$ cat src/rtl/coeff_loader_pkg.sv
// Shared types and constants for the FIR coefficient loader.
package coeff_loader_pkg;

  localparam int NUM_COEFFS             = 4;
  localparam int COEFF_IDX_W            = 2;
  localparam int DEFAULT_TIMEOUT_CYCLES = 16;

  typedef enum logic [2:0] {
    IDLE,
    ISSUE,
    ACK,
    WAIT,
    DONE
  } coeff_state_e;

endpackage

$ cat src/rtl/coeff_timeout_timer.sv
// Stall timer for the coefficient loader: counts cycles spent waiting on the FIR
// and flags the last permitted cycle.
module coeff_timeout_timer #(
  parameter int TIMEOUT_CYCLES = 16
) (
  input  logic clk,
  input  logic n_rst,
  input  logic clear,
  input  logic count_enable,
  output logic rollover
);

  localparam int CNT_W = $clog2(TIMEOUT_CYCLES + 1);

  logic [CNT_W-1:0] count;

  always_ff @(posedge clk or negedge n_rst) begin
    if (!n_rst) begin
      count <= '0;
    end else if (clear) begin
      count <= '0;
    end else if (count_enable) begin
      count <= count + CNT_W'(1);
    end
  end

  // Flags the TIMEOUT_CYCLES-th waiting cycle so the FSM leaves on that edge.
  assign rollover = count_enable && (count == CNT_W'(TIMEOUT_CYCLES - 1));

endmodule

$ cat src/rtl/coefficient_loader.sv
// Sequences a pending coefficient set from the AHB slave into the FIR, one slot at a time.
// Optional stall timeout with load_err reporting is enabled by defining COEFF_LOAD_TIMEOUT_EN.
module coefficient_loader
  import coeff_loader_pkg::*;
#(
  parameter int NUM_COEFFS     = coeff_loader_pkg::NUM_COEFFS,
  parameter int TIMEOUT_CYCLES = DEFAULT_TIMEOUT_CYCLES
) (
  input  logic                   clk,
  input  logic                   n_rst,
  input  logic                   new_coefficient_set,
  input  logic                   modwait,
  output logic                   load_coeff,
  output logic [COEFF_IDX_W-1:0] coefficient_num,
  output logic                   clear_new_coeff_set,
  output logic                   load_busy,
  output logic                   load_err
);

  localparam logic [COEFF_IDX_W-1:0] LAST_IDX = COEFF_IDX_W'(NUM_COEFFS - 1);

  coeff_state_e           state_q, state_d;
  logic [COEFF_IDX_W-1:0] idx_q, idx_d;
  logic                   timeout;

  always_ff @(posedge clk or negedge n_rst) begin
    if (!n_rst) begin
      state_q <= IDLE;
      idx_q   <= '0;
    end else begin
      state_q <= state_d;
      idx_q   <= idx_d;
    end
  end

  always_comb begin
    state_d = state_q;
    idx_d   = idx_q;
    unique case (state_q)
      IDLE: begin
        if (new_coefficient_set && !modwait) begin
          state_d = ISSUE;
          idx_d   = '0;
        end
      end
      ISSUE: state_d = ACK;
      ACK: begin
        if (timeout)      state_d = DONE;
        else if (modwait) state_d = WAIT;
      end
      WAIT: begin
        // The last slot exits before incrementing, so the index never wraps.
        if (timeout) begin
          state_d = DONE;
        end else if (!modwait) begin
          if (idx_q == LAST_IDX) begin
            state_d = DONE;
          end else begin
            state_d = ISSUE;
            idx_d   = idx_q + COEFF_IDX_W'(1);
          end
        end
      end
      DONE:    state_d = IDLE;
      default: state_d = IDLE;
    endcase
  end

  assign load_coeff          = (state_q == ISSUE);
  assign clear_new_coeff_set = (state_q == DONE);
  assign load_busy           = (state_q != IDLE);
  assign coefficient_num     = idx_q;

`ifdef COEFF_LOAD_TIMEOUT_EN
  logic waiting;
  logic timer_clear;
  logic load_err_q;

  assign waiting     = (state_q == ACK) || (state_q == WAIT);
  // Any state change restarts the count, so each ACK/WAIT entry begins at zero.
  assign timer_clear = (state_d != state_q);

  coeff_timeout_timer #(
    .TIMEOUT_CYCLES(TIMEOUT_CYCLES)
  ) u_timeout_timer (
    .clk          (clk),
    .n_rst        (n_rst),
    .clear        (timer_clear),
    .count_enable (waiting),
    .rollover     (timeout)
  );

  always_ff @(posedge clk or negedge n_rst) begin
    if (!n_rst) begin
      load_err_q <= 1'b0;
    end else if ((state_q == IDLE) && (state_d == ISSUE)) begin
      load_err_q <= 1'b0;
    end else if (timeout) begin
      load_err_q <= 1'b1;
    end
  end

  assign load_err = load_err_q;
`else
  assign timeout  = 1'b0;
  assign load_err = 1'b0;
`endif

endmodule
$ cat config.mk
export PLATFORM = sky130hd
export DESIGN_NAME = coefficient_loader
export DESIGN_NICKNAME = d
export VERILOG_FILES = /design/src/rtl/coeff_loader_pkg.sv /design/src/rtl/coeff_timeout_timer.sv /design/src/rtl/coefficient_loader.sv
export SDC_FILE = /design/constraint.sdc
export NUM_CORES = 1
export LEC_CHECK = 0
export BUFFER_PORTS_ARGS = -buffer_cell sky130_fd_sc_hd__buf_2
export CORE_AREA = 2 2 39 41
export DETAILED_ROUTE_END_ITERATION = 16
export DIE_AREA = 0 0 41 43
export PLACE_DENSITY = 0.46
export RECOVER_POWER = 100
export SYNTH_ARGS = -nofsm -noshare
export SYNTH_HDL_FRONTEND = slang
export SYNTH_SLANG_ARGS = --single-unit
$ cat constraint.sdc
create_clock -name clk -period 1.45 [get_ports clk]
set_input_delay 0 -clock clk [delete_from_list [all_inputs] [get_ports clk]]
set_output_delay 0 -clock clk [all_outputs]
set_load 0.005 [all_outputs]
==> out/metrics.yaml, run 1 <==
worst_setup_path:
  crit_type: "register to primary output"
  crit_chain: "clkbuf_1 > or3_2 > clkbuf_1"
  cp_data_arrival_time_ns: 1.35
  endpoint_kind: "primary output"
  crit_top_cell: "clkbuf_1"
  critPathMaxFanout: 5
  critPathLaunchType: "register"
  cp.required_ns: 1.45
  cpPeakStageDelay_ns: 0.45
  crit_slowest_cell: "or3_2"
clocking:
  clock_sinks: 5
  clk_pin_slew_ns: 0.05
  cts_tree: "done"
  clk_latency_ns: 0.25
  cts-root-buf: "clkbuf_4"
  cts_buffers: 3
  cts_max_path_buffers: 2
  htreeDepth: 1
cells_and_area:
  area_growth_pct: 34.50
  stdcell_area_um2: 385.4
  nets: 49
  layout-drive-gt1-share_pct: 23.26
  diodes: 0
  fin_util_pct: 27.85
sta:
  hold_viol_final: 0
  finalClockSkew_ns: 0.01038
  timing.final.setup_violations: 0
  min_period_over_period_pct: 93.27
  holdWs_ns: 0.02497
  report.final.slew_viol_count: 0
  finalSetupTns_ns: 0
  period_needed_ns: 1.352
  fmax_mhz: 739.4
  rsz0062_at_grt: "false"
floorplan:
  pin_count: 10
  core_region_area_um2: 1384
  die-area_um2: 1763
  fp.dieW_um: 41
  fp.dieH_um: 43
  rows: 14
  start_util_pct: 20.71
route:
  vias: 249
  detail-route-antenna-nets: 0
  via_per_inst: 4.220
  drc: 0
  drt-total-wl_um: 572
  drtIter0Drc: 0
  avgRoutedWirePerCell_um: 9.695
  dr.pass1.iters: 1
hold_path:
  min_path_type: "primary input to register"
global_routing:
  grt_pass1_wl_um: 924
  grt_max_degree: 10
  grt_antenna_before_repair: 0
  gr-total-overflow: 0
  grt_pass1_vias: 223
  globalRouteTotalUtil_pct: 7.972
synthesis:
  syn_area_per_cell_um2: 9.880
  synth_top_area_cell: "dfrtp_1"
  synth_cells: 29
  synth-seq-area-share_pct: 43.67
  syn_nets: 34
  synth_seq_cells: 5
  syn_area_um2: 286.5
  synth_area_leaders: "dfrtp_1 (44%), mux2_1 (7.9%), nor3b_1 (7.9%), ha_1 (4.4%), nor2_1 (3.9%)"
  yosys_warnings: 0
  synth.distinct_cells: 19
  yosysTopAreaCellShare_pct: 43.67
placement:
  port_buffers: 8
  dpl_cell_area_um2: 342.8
  hpwl_um: 436.4
  place.gp.congestion: 0.6527
power_and_ir_drop:
  power_density_nw_per_um2: 1768
  ir_drop_v: 0.0008564
  leakagePower_nw: 0.1731
outcome:
  outcome: "complete, no violations"
run:
  maxCapViolCount: 0
[final timing paths]
check	startpoint	end	slack [ns]	depth (start not counted)
min in group asynchronous	n_rst	state_q[2]	0.13	2
min reg2reg	coefficient_num[1]	coefficient_num[1]	0.51	1
max	state_q[1]	load_busy	0.1	3
min	new_coefficient_set	state_q[0]	0.02	3
max in group asynchronous	n_rst	coefficient_num[1]	1.08	2
max reg2reg	coefficient_num[1]	coefficient_num[1]	0.11	4
[layout make-up]
cell class                      instances  area [µm²]
Clock buffer                            4       26.28
Fill cell                             156       998.5
Multi-Input combinational cell         22       150.1
Sequential cell                         5       125.1
Tap cell                               16       20.02
Timing Repair Buffer                   12       63.81
[synth_stat cells]
cell type / number
nor4b_1: 1
dfrtp_1: 5
clkbuf_1: 1
nor3_1: 2
and3b_1: 1
nor2_1: 3
o21ai_0: 1
mux2_1: 2
ha_1: 1
nand3b_1: 1
and2_1: 1
a21oi_1: 1
nor3b_1: 3
conb_1: 1
or3_2: 1
o21ai_2: 1
nor2b_1: 1
nand2_1: 1
buf_4: 1
[cell families after synthesis]
family | count (synthesis) | share of synthesized area, %
simple gates | 15 | 32.32
mux | 2 | 7.860
other cells | 1 | 1.309
flops | 5 | 43.67
fa+ha+maj | 1 | 4.366
buf+inv | 2 | 3.930
compound gates | 3 | 6.547
[worst max-delay path: cells and delay by family, from the launching register on]
| family | cells | cell delay [ns] |
|---|---|---|
| simple gates | 1 | 0.45 |
| flops | 1 | 0.39 |
| buf+inv | 2 | 0.26 |
[per-layer routing]
| layer | wire length (µm) | global-route usage [%] | up-vias |
|---|---|---|---|
| met1 | 263 | 9.804 | 113 |
| met2 | 255 | 11.56 | 9 |
| met4 | 0 | 0 | 0 |
| met3 | 53 | 6.283 | 0 |
| li1 | - | - | 127 |
| met5 | 0 | 0 | - |
[sequential cells by signal, summed over array words and instances (netlist names)]
register / flops
state_q: 3
coefficient_num: 2
[through the flow]
step                      std cells  setup slack [ns]  power [W]
after floorplan                  29            0.1236  0.0004235
after global placement           52           0.05747  0.0005306
after detailed placement         52           0.05524  0.0005269
after CTS                        58           0.04607  0.0007020
after global routing             59          0.004196  0.0007508
final                            59           0.09754  0.0006811
[timing repair]
action | in CTS | in global routing
setup buffers | 0 | 1
hold buffers | 2 | 0
resized for setup | 0 | 0
setup endpoints to repair | 0 | 2
hold endpoints to repair | 6 | 0
[placed cells by master, fill, tap and decap left out, drive strengths merged, types with 2 or more instances in the layout]
master | synthesis | layout
mux2 | 2 | 2
dfrtp | 5 | 5
nor3b | 3 | 3
nor2 | 3 | 3
dlygate4sd3 | 0 | 2
nor3 | 2 | 2
o21ai | 2 | 2
buf | 1 | 5
clkbuf | 1 | 9
[where the power goes]
part	switching [W]	internal [W]	total, W	leakage, nW
combinational	0.000129	0.000143	0.000272	0.0960
sequential	0.0000492	0.000194	0.000243	0.0622
clock	0.0000617	0.000104	0.000166	0.0150
total	0.000240	0.000441	0.000681	0.173
(Power assumes the default switching activity.)
==> run 2, diff against run 1 <==
Settings changed: RECOVER_POWER 100 to unset.
==> out/metrics.yaml, run 2 (synthesized netlist as in run 1, its figures left out) <==
outcome:
  outcome: "complete, no violations"
sta:
  report.final.slew_viol_count: 0
  min_period_over_period_pct: 94.15
  rsz0062_at_grt: "false"
  period_needed_ns: 1.365
  timing.final.setup_violations: 0
  finalSetupTns_ns: 0
  fmax_mhz: 732.5
  hold_viol_final: 0
  finalClockSkew_ns: 0.009992
cells_and_area:
  largest_register_ffs: 3
  stdcell_area_um2: 396.6
  nets: 49
  final_common_cell: "buf_2"
  area_growth_pct: 38.43
  regMostFlops: "state_q"
  diodes: 0
  layout_common_cells: "buf_2 (8), dfrtp_1 (5), nor3b_1 (3), nor2_1 (3), clkbuf_4 (3)"
  n_fill_cell: 154
  layout-drive-gt1-share_pct: 34.88
route:
  vias: 253
  via_per_inst: 4.288
  drc: 0
  detail-route-antenna-nets: 0
  avgRoutedWirePerCell_um: 9.763
  dr.pass1.iters: 1
  drt-total-wl_um: 576
  drtIter0Drc: 0
worst_setup_path:
  crit_type: "register to primary output"
  r2r_start: "coefficient_num[1]"
  endpoint_kind: "primary output"
  cpPeakStageDelay_ns: 0.43
  cp_data_arrival_time_ns: 1.37
  critPathMaxFanout: 5
  critical_path_buf_inv_count: 2
  crit_slowest_cell: "or3_2"
  cp.required_ns: 1.45
  critPathLaunchType: "register"
  crit_chain: "buf_4 > or3_2 > buf_2"
  cp_top_family: "simple AND/OR/NAND/NOR gates"
  worstSetupStartpoint: "state_q[1]"
floorplan:
  fp.dieW_um: 41
  start_util_pct: 20.71
  rows: 14
  core_region_area_um2: 1384
  pin_count: 10
  die-area_um2: 1763
  fp.dieH_um: 43
clocking:
  clk_pin_slew_ns: 0.05
  clock_sinks: 5
  cts-root-buf: "clkbuf_4"
  htreeDepth: 1
  cts_buffers: 3
  cts_tree: "done"
  clk_latency_ns: 0.25
  cts_max_path_buffers: 2
placement:
  dpl_cell_area_um2: 342.8
  port_buffers: 8
  hpwl_um: 436.4
  place.gp.congestion: 0.6527
global_routing:
  grt_pass1_vias: 223
  globalRouteTotalUtil_pct: 7.972
  grt_pass1_wl_um: 924
  grt_antenna_before_repair: 0
  gr-total-overflow: 0
  grt_max_degree: 10
hold_path:
  min_path_type: "primary input to register"
  hold_start: "new_coefficient_set"
power_and_ir_drop:
  leakagePower_nw: 0.1896
  ir_drop_v: 0.0008590
  power_density_nw_per_um2: 1780
run:
  maxCapViolCount: 0
[run 2: worst paths after layout]
kind	endpoint	slack (ns)	cells after the start
worst max-delay path	load_busy	0.08	3
worst min-delay path	state_q[0]	0.03	3
worst max register to register	coefficient_num[1]	0.11	4
worst min register to register	coefficient_num[1]	0.51	1
max in group asynchronous	coefficient_num[1]	1.21	2
min in group asynchronous	state_q[2]	0.09	2
[run 2: repair_timing]
| item | in CTS | in global routing |
|---|---|---|
| resized for setup | 0 | 0 |
| endpoints found under the hold margin | 6 | 0 |
| setup buffers | 0 | 1 |
| hold buffers | 2 | 0 |
| endpoints found under the setup margin | 0 | 2 |
[run 2: final cells by class]
cell class	count	area [µm²]	area share [%]
flip-flops and latches	5	125.1	31.55
multi-input cells	22	150.1	37.85
well taps	16	20.02	5.047
repair buffers	12	75.07	18.93
clock buffers	4	26.28	6.625
[run 2: layer usage]
metal	share of wire [%]	track usage, %	up-vias
met3	8.9	6.283	0
met4	0	0	0
met2	46	11.56	9
li1	-	-	128
met5	0	0	-
met1	45	9.804	116
[run 2: stage by stage]
stage	utilization [%]	power [W]	std cells	hold slack, ns	worst slack, ns
2_1_floorplan	-	0.0004235	29	-0.2956	0.1236
3_3_place_gp	24.77	0.0005306	52	-0.1768	0.05747
3_5_place_dp	24.77	0.0005269	52	-0.1778	0.05524
4_1_cts	28.12	0.0007020	58	0.02274	0.04607
5_1_grt	28.66	0.0007763	59	0.02590	0.004265
6_report	28.66	0.0007062	59	0.02523	0.08477
[run 2: worst register-to-register path, cell delays in order (launching register included)]
cell,delay [ns]
dfrtp_1,0.35
ha_1,0.18
and3b_1,0.19
o21ai_2,0.17
mux2_1,0.33
[run 2: power by group]
part	switching, W	total [W]	internal (W)	leakage (nW)
Combinational	0.000128	0.000296	0.000168	0.112
Sequential	0.0000507	0.000244	0.000194	0.0622
Clock	0.0000614	0.000166	0.000104	0.0150
Total	0.000240	0.000706	0.000466	0.190
